### src/rtl/alu_result_writer_if.sv
// ALU-to-result-RAM bundle for alu_result_writer: accumulator inputs, strobes,
// RAM write port and status outputs.
interface alu_result_writer_if #(
    parameter int RES_W  = 18,
    parameter int DATA_W = 32,
    parameter int RAM_AW = 8
);
    logic [RES_W-1:0]  MU1;
    logic [RES_W-1:0]  MU2;
    logic [RES_W-1:0]  MU3;
    logic [RES_W-1:0]  MU4;
    logic              four_results_ready;
    logic              all_results_ready;
    logic [RAM_AW-1:0] base_addr;
    logic              ram_we;
    logic [RAM_AW-1:0] ram_addr;
    logic [DATA_W-1:0] ram_wdata;
    logic              busy;
    logic              done;
    logic              overrun;
    logic [RES_W-1:0]  max_val;
    logic [RAM_AW-1:0] max_idx;

    modport master (
        output MU1, MU2, MU3, MU4, four_results_ready, all_results_ready, base_addr,
        input  ram_we, ram_addr, ram_wdata, busy, done, overrun, max_val, max_idx
    );

    modport slave (
        input  MU1, MU2, MU3, MU4, four_results_ready, all_results_ready, base_addr,
        output ram_we, ram_addr, ram_wdata, busy, done, overrun, max_val, max_idx
    );
endinterface

### src/rtl/alu_result_writer.sv
// Captures four ALU row results per group and serialises them into the result RAM.
// Optional running-maximum tracker enabled by macro RESULT_MAX_EN.
module alu_result_writer #(
    parameter int RES_W  = 18,
    parameter int DATA_W = 32,
    parameter int RAM_AW = 8
) (
    input  logic               clk,
    input  logic               rst,
    alu_result_writer_if.slave bus
);
    typedef enum logic [1:0] {
        S_IDLE,
        S_DRAIN,
        S_DONE
    } state_t;

    state_t            r_state;
    state_t            w_state_nxt;
    logic              r_ready_d1;
    logic              r_last_d1;
    logic              r_last_buf;
    logic              r_in_matrix;
    logic              r_overrun;
    logic [1:0]        r_k;
    logic [RAM_AW-1:0] r_ptr;
    logic [RES_W-1:0]  r_buf [4];
    logic              w_capture;
    logic              w_we;
    logic              w_busy;
    logic              w_done;

    assign w_capture = r_ready_d1;

    always_ff @(posedge clk) begin
        if (rst) r_state <= S_IDLE;
        else     r_state <= w_state_nxt;
    end

    always_comb begin
        w_state_nxt = r_state;
        w_we        = 1'b0;
        w_busy      = 1'b0;
        w_done      = 1'b0;
        case (r_state)
            S_IDLE: begin
                if (w_capture) w_state_nxt = S_DRAIN;
            end
            S_DRAIN: begin
                w_we   = 1'b1;
                w_busy = 1'b1;
                if (r_k == 2'd3) w_state_nxt = r_last_buf ? S_DONE : S_IDLE;
            end
            S_DONE: begin
                w_done      = 1'b1;
                w_state_nxt = S_IDLE;
            end
            default: w_state_nxt = S_IDLE;
        endcase
    end

    // Pointer follows base_addr only between matrices; mid-matrix groups continue contiguously.
    always_ff @(posedge clk) begin
        if (rst) begin
            r_ready_d1  <= 1'b0;
            r_last_d1   <= 1'b0;
            r_last_buf  <= 1'b0;
            r_in_matrix <= 1'b0;
            r_overrun   <= 1'b0;
            r_k         <= '0;
            r_ptr       <= '0;
            for (int unsigned i = 0; i < 4; i++) r_buf[i] <= '0;
        end else begin
            r_ready_d1 <= bus.four_results_ready;
            r_last_d1  <= bus.all_results_ready;
            if (w_capture && (r_state != S_IDLE)) r_overrun <= 1'b1;
            case (r_state)
                S_IDLE: begin
                    if (!r_in_matrix) r_ptr <= bus.base_addr;
                    if (w_capture) begin
                        r_buf[0]    <= bus.MU1;
                        r_buf[1]    <= bus.MU2;
                        r_buf[2]    <= bus.MU3;
                        r_buf[3]    <= bus.MU4;
                        r_last_buf  <= r_last_d1;
                        r_k         <= '0;
                        r_in_matrix <= 1'b1;
                    end
                end
                S_DRAIN: begin
                    r_ptr <= r_ptr + 1'b1;
                    r_k   <= r_k + 1'b1;
                end
                S_DONE: begin
                    r_ptr       <= bus.base_addr;
                    r_in_matrix <= 1'b0;
                end
                default: ;
            endcase
        end
    end

    assign bus.ram_we    = w_we;
    assign bus.ram_addr  = w_we ? r_ptr : '0;
    assign bus.ram_wdata = w_we ? DATA_W'(r_buf[r_k]) : '0;
    assign bus.busy      = w_busy;
    assign bus.done      = w_done;
    assign bus.overrun   = r_overrun;

`ifdef RESULT_MAX_EN
    logic [RAM_AW-1:0] r_base;
    logic [RES_W-1:0]  r_max_val;
    logic [RAM_AW-1:0] r_max_idx;

    // Strict greater-than keeps the earliest index on ties.
    always_ff @(posedge clk) begin
        if (rst) begin
            r_base    <= '0;
            r_max_val <= '0;
            r_max_idx <= '0;
        end else begin
            if ((r_state == S_IDLE) && !r_in_matrix) r_base <= bus.base_addr;
            if (r_state == S_DONE) begin
                r_max_val <= '0;
                r_max_idx <= '0;
            end else if (w_we && (r_buf[r_k] > r_max_val)) begin
                r_max_val <= r_buf[r_k];
                r_max_idx <= r_ptr - r_base;
            end
        end
    end

    assign bus.max_val = r_max_val;
    assign bus.max_idx = r_max_idx;
`else
    assign bus.max_val = '0;
    assign bus.max_idx = '0;
`endif
endmodule

### src/flat_wrapper.sv
// flat-port wrapper written by rule: the top's interface ports become plain ports
module alu_result_writer_flat 
#(
    parameter int RES_W  = 18,
    parameter int DATA_W = 32,
    parameter int RAM_AW = 8
)
  (clk, rst, bus_MU1, bus_MU2, bus_MU3, bus_MU4, bus_four_results_ready, bus_all_results_ready, bus_base_addr, bus_ram_we, bus_ram_addr, bus_ram_wdata, bus_busy, bus_done, bus_overrun, bus_max_val, bus_max_idx);
  alu_result_writer_if #(.RES_W(RES_W), .DATA_W(DATA_W), .RAM_AW(RAM_AW)) bus_i ();
  input  logic clk;
  input  logic rst;
  input wire logic [$bits(bus_i.MU1)-1:0] bus_MU1;
  input wire logic [$bits(bus_i.MU2)-1:0] bus_MU2;
  input wire logic [$bits(bus_i.MU3)-1:0] bus_MU3;
  input wire logic [$bits(bus_i.MU4)-1:0] bus_MU4;
  input wire logic [$bits(bus_i.four_results_ready)-1:0] bus_four_results_ready;
  input wire logic [$bits(bus_i.all_results_ready)-1:0] bus_all_results_ready;
  input wire logic [$bits(bus_i.base_addr)-1:0] bus_base_addr;
  output wire logic [$bits(bus_i.ram_we)-1:0] bus_ram_we;
  output wire logic [$bits(bus_i.ram_addr)-1:0] bus_ram_addr;
  output wire logic [$bits(bus_i.ram_wdata)-1:0] bus_ram_wdata;
  output wire logic [$bits(bus_i.busy)-1:0] bus_busy;
  output wire logic [$bits(bus_i.done)-1:0] bus_done;
  output wire logic [$bits(bus_i.overrun)-1:0] bus_overrun;
  output wire logic [$bits(bus_i.max_val)-1:0] bus_max_val;
  output wire logic [$bits(bus_i.max_idx)-1:0] bus_max_idx;
  assign bus_i.MU1 = bus_MU1;
  assign bus_i.MU2 = bus_MU2;
  assign bus_i.MU3 = bus_MU3;
  assign bus_i.MU4 = bus_MU4;
  assign bus_i.four_results_ready = bus_four_results_ready;
  assign bus_i.all_results_ready = bus_all_results_ready;
  assign bus_i.base_addr = bus_base_addr;
  assign bus_ram_we = bus_i.ram_we;
  assign bus_ram_addr = bus_i.ram_addr;
  assign bus_ram_wdata = bus_i.ram_wdata;
  assign bus_busy = bus_i.busy;
  assign bus_done = bus_i.done;
  assign bus_overrun = bus_i.overrun;
  assign bus_max_val = bus_i.max_val;
  assign bus_max_idx = bus_i.max_idx;
  alu_result_writer #(.RES_W(RES_W), .DATA_W(DATA_W), .RAM_AW(RAM_AW)) u_core (.clk(clk), .rst(rst), .bus(bus_i));
endmodule
### config.mk
export PLATFORM = sky130hd
export DESIGN_NAME = alu_result_writer_flat
export DESIGN_NICKNAME = d
export VERILOG_FILES = /design/src/rtl/alu_result_writer_if.sv /design/src/rtl/alu_result_writer.sv /design/src/flat_wrapper.sv
export SDC_FILE = /design/constraint.sdc
export NUM_CORES = 1
export LEC_CHECK = 0
export ABC_CLOCK_PERIOD_IN_PS = 4400
export CAP_MARGIN = 15
export CELL_PAD_IN_SITES_DETAIL_PLACEMENT = 0
export CELL_PAD_IN_SITES_GLOBAL_PLACEMENT = 1
export CORE_MARGIN = 3
export CORE_UTILIZATION = 30
export DETAILED_ROUTE_END_ITERATION = 8
export PLACE_DENSITY = 0.76
export SYNTH_ARGS = -nofsm -noshare
export SYNTH_HDL_FRONTEND = slang
export SYNTH_SLANG_ARGS = --single-unit
### constraint.sdc
create_clock -name clk -period 4.4 [get_ports clk]
set_clock_uncertainty 0.05 [all_clocks]
set_input_delay 1.1 -clock clk [delete_from_list [all_inputs] [get_ports clk]]
set_output_delay 1.1 -clock clk [all_outputs]
set_load 0.05 [all_outputs]
==> impl_metrics.ini <==
[status]
outcome = finished clean

[cells_and_area]
finish.utilization_pct = 40.95
drive_gt1_share_pct = 7.431
insertedDiodeCount = 0
areaGrowthSynthToFinish_pct = 32.73
stdcell_area_mm2 = 0.005997
nNetsFinal = 555

[worst_setup_path]
critPathArrivalTime_ns = 2.54
end_kind = output port
cp_slowest_stage_delay_ns = 0.80
criticalPathCategory = flip-flop to output port
worstPathMaxFanout = 32
worstRegToRegCells = 4
cp_data_required_time_ns = 3.25
crit_path_start_kind = flip-flop
slowest_stage = clkdlybuf4s50_1
cp_cell_sequence = inv_1 > ha_2 > buf_4 > and2_1 > clkdlybuf4s50_1

[timing]
setup_viol = 0
tightestPinTransition_ns = 0.9270
rsz0062_at_grt = false
report.final.slew_viol_count = 0
post-route-period-util_pct = 83.83
final.min_clock_period_ns = 3.689
slew-limit-headroom_pct = 38.20
hold_viol = 0
fin_hold_ws_ns = 0.3942
fmax_mhz = 271.1
worst_slack_ns = 0.7114
fin_setup_tns_ns = 0

[logic_synthesis]
synth_seq_cells = 91
yosys.area.top_type = edfxtp_1
yosysUniqueCellTypes = 36
syn_inst = 356
syn-mean-instance-area_um2 = 12.69
synth_warnings = 0
synth_seq_area_share_pct = 56.27
netlist_area_mm2 = 0.004518
synth_top_area_share_pct = 47.85
synth-edff-count = 72
ys.flop_type = edfxtp_1
async_flop_share_pct = 0
synth_area_leaders = edfxtp_1 48%, and2_1 14%, dfxtp_1 8.4%

[clock_network]
cts.sinks = 91
path_clk_slew_ns = 0.06
cts_tree = yes
clk_latency_ns = 0.33
hold_buffers = 0
cts_resized = 0
root_buffer = clkbuf_16
post-cts-setup-buffers = 0
clock_path_buffers = 2
h-tree-depth = 3
cts_buffers = 9

[grt]
grt_pass1_vias = 2826
grt_usage_pct = 10.96
grt_pass1_wl_mm = 14.10
grt_antenna_before_repair = 0
grt_start_max_net_pins = 74
grt_overflow = 0

[routing]
avgRoutedWirePerCell_um = 13.65
drt-pass1-iter-count = 4
routed_wl_mm = 8.940
drt_first_iter_violations = 106
vias = 2833
viasPerCell = 4.325
drc = 0
ant_nets = 0

[power]
p_leak_nw = 2.253
power_density_mw_per_mm2 = 361.2
peakVddDrop_mv = 0.1916

[placed_design]
gp_congestion = 0.7533
dp_hpwl_mm = 6.541
place_ws_ns = 1.027
dpl_cell_area_mm2 = 0.005679
io_buffers = 113

[floorplan]
rows = 44
die-area_mm2 = 0.01657
pin_count = 154
start_util_pct = 30.85
fp.coreArea_mm2 = 0.01464
die_x_um = 128.7
die_h_um = 128.7

[flow_run]
drv_cap = 0

[worst_hold_path]
hold_depth = 2
hold_path_class = flip-flop to flip-flop
-- stage by stage --
stage          total power [mW]  std cells
4_1_cts                   2.188        655
6_report                  2.166        655
2_1_floorplan             1.274        395
3_3_place_gp              1.365        639
3_5_place_dp              1.370        639
5_1_grt                   2.246        655
-- worst paths after layout --
path	from	to	slack (ns)
worst min-delay path	u_core.r_last_d1$_SDFF_PP0_	u_core.r_last_buf$_SDFFE_PP0P_	0.39
worst max-delay path	u_core.r_state[1]$_SDFFE_PP0P_	bus_ram_wdata[7]	0.71
worst max register to register	u_core.r_state[0]$_SDFFE_PP0P_	u_core.r_buf[2][17]$_SDFFCE_PN0P_	2.36
worst min register to register	u_core.r_last_d1$_SDFF_PP0_	u_core.r_last_buf$_SDFFE_PP0P_	0.39
-- Yosys cell counts (2+ instances only) --
| library cell | number |
|---|---|
| a211oi_1 | 2 |
| a21oi_1 | 12 |
| and2_1 | 99 |
| buf_2 | 3 |
| buf_4 | 42 |
| clkbuf_1 | 11 |
| dfxtp_1 | 19 |
| edfxtp_1 | 72 |
| ha_1 | 5 |
| inv_1 | 5 |
| mux4_1 | 8 |
| mux4_2 | 10 |
| nand2_1 | 11 |
| nand2b_1 | 4 |
| nand3_1 | 2 |
| nand4_1 | 2 |
| nor2_1 | 8 |
| nor2b_1 | 8 |
| nor3_1 | 2 |
| nor4_1 | 2 |
| o21a_1 | 3 |
| o21ai_0 | 12 |
-- metal layers --
layer  vias up  wire [um]  track usage, %
met3        10        800           3.944
met1      1299       3778           13.62
met5         -          0               0
met4         0        122           3.891
met2       138       4238           17.68
li1       1386          -               -
-- final cells by class --
cell class / instances / area [um2]
Timing Repair Buffer: 119 / 1176
Tap cell: 184 / 230.2
Clock inverter: 6 / 88.84
Fill cell: 1363 / 8647
Sequential cell: 91 / 2542
Clock buffer: 10 / 229.0
Multi-Input combinational cell: 239 / 1708
Inverter: 6 / 22.52
-- logic make-up (layout without fill, tap and decap cells) --
family / count (synthesis) / in the layout / share of synthesized area [%]
other cells: 1 / 40 / 0.08300
fa+ha+maj: 5 / 5 / 1.385
simple gates: 141 / 141 / 18.39
flops: 91 / 91 / 56.27
buf+inv: 65 / 141 / 9.498
compound gates: 34 / 34 / 4.514
mux: 19 / 19 / 9.859
-- power breakdown --
| group | switching [mW] | internal, mW | leakage, nW | total, mW |
|---|---|---|---|---|
| combinational | 0.198 | 0.136 | 1.19 | 0.334 |
| sequential | 0.0216 | 0.991 | 0.916 | 1.01 |
| clock | 0.320 | 0.499 | 0.151 | 0.819 |
-- flip-flops by register name, indices dropped and copies added (netlist names), named ones only --
name,cells
u_core.r_buf,72
u_core.r_last_d1,1
u_core.r_ready_d1,1
u_core.r_k,2
u_core.r_ptr,8
u_core.r_in_matrix,1
u_core.bus.overrun,1
u_core.r_state,2
u_core.r_last_buf,1
-- critical path, delay by kind of cell, from the launching register on --
kind,cells,cell delay [ns]
buffers and inverters,3,1.19
DFF,1,0.32
adders and majority gates,1,0.53
and+or+nand+nor,1,0.15
-- cell usage in the layout, fill, tap and decap left out, drive strengths merged, types with 3 or more instances in the layout --
master	n
buf	6
clkdlybuf4s50	113
o21ai	13
nand2b	4
inv	7
ha	5
conb	40
nor2b	8
nor2	9
mux4	18
a21oi	12
edfxtp	72
and2	99
o21a	3
nand2	11
dfxtp	19
clkbuf	10
Power figures use the tool's default switching activity.
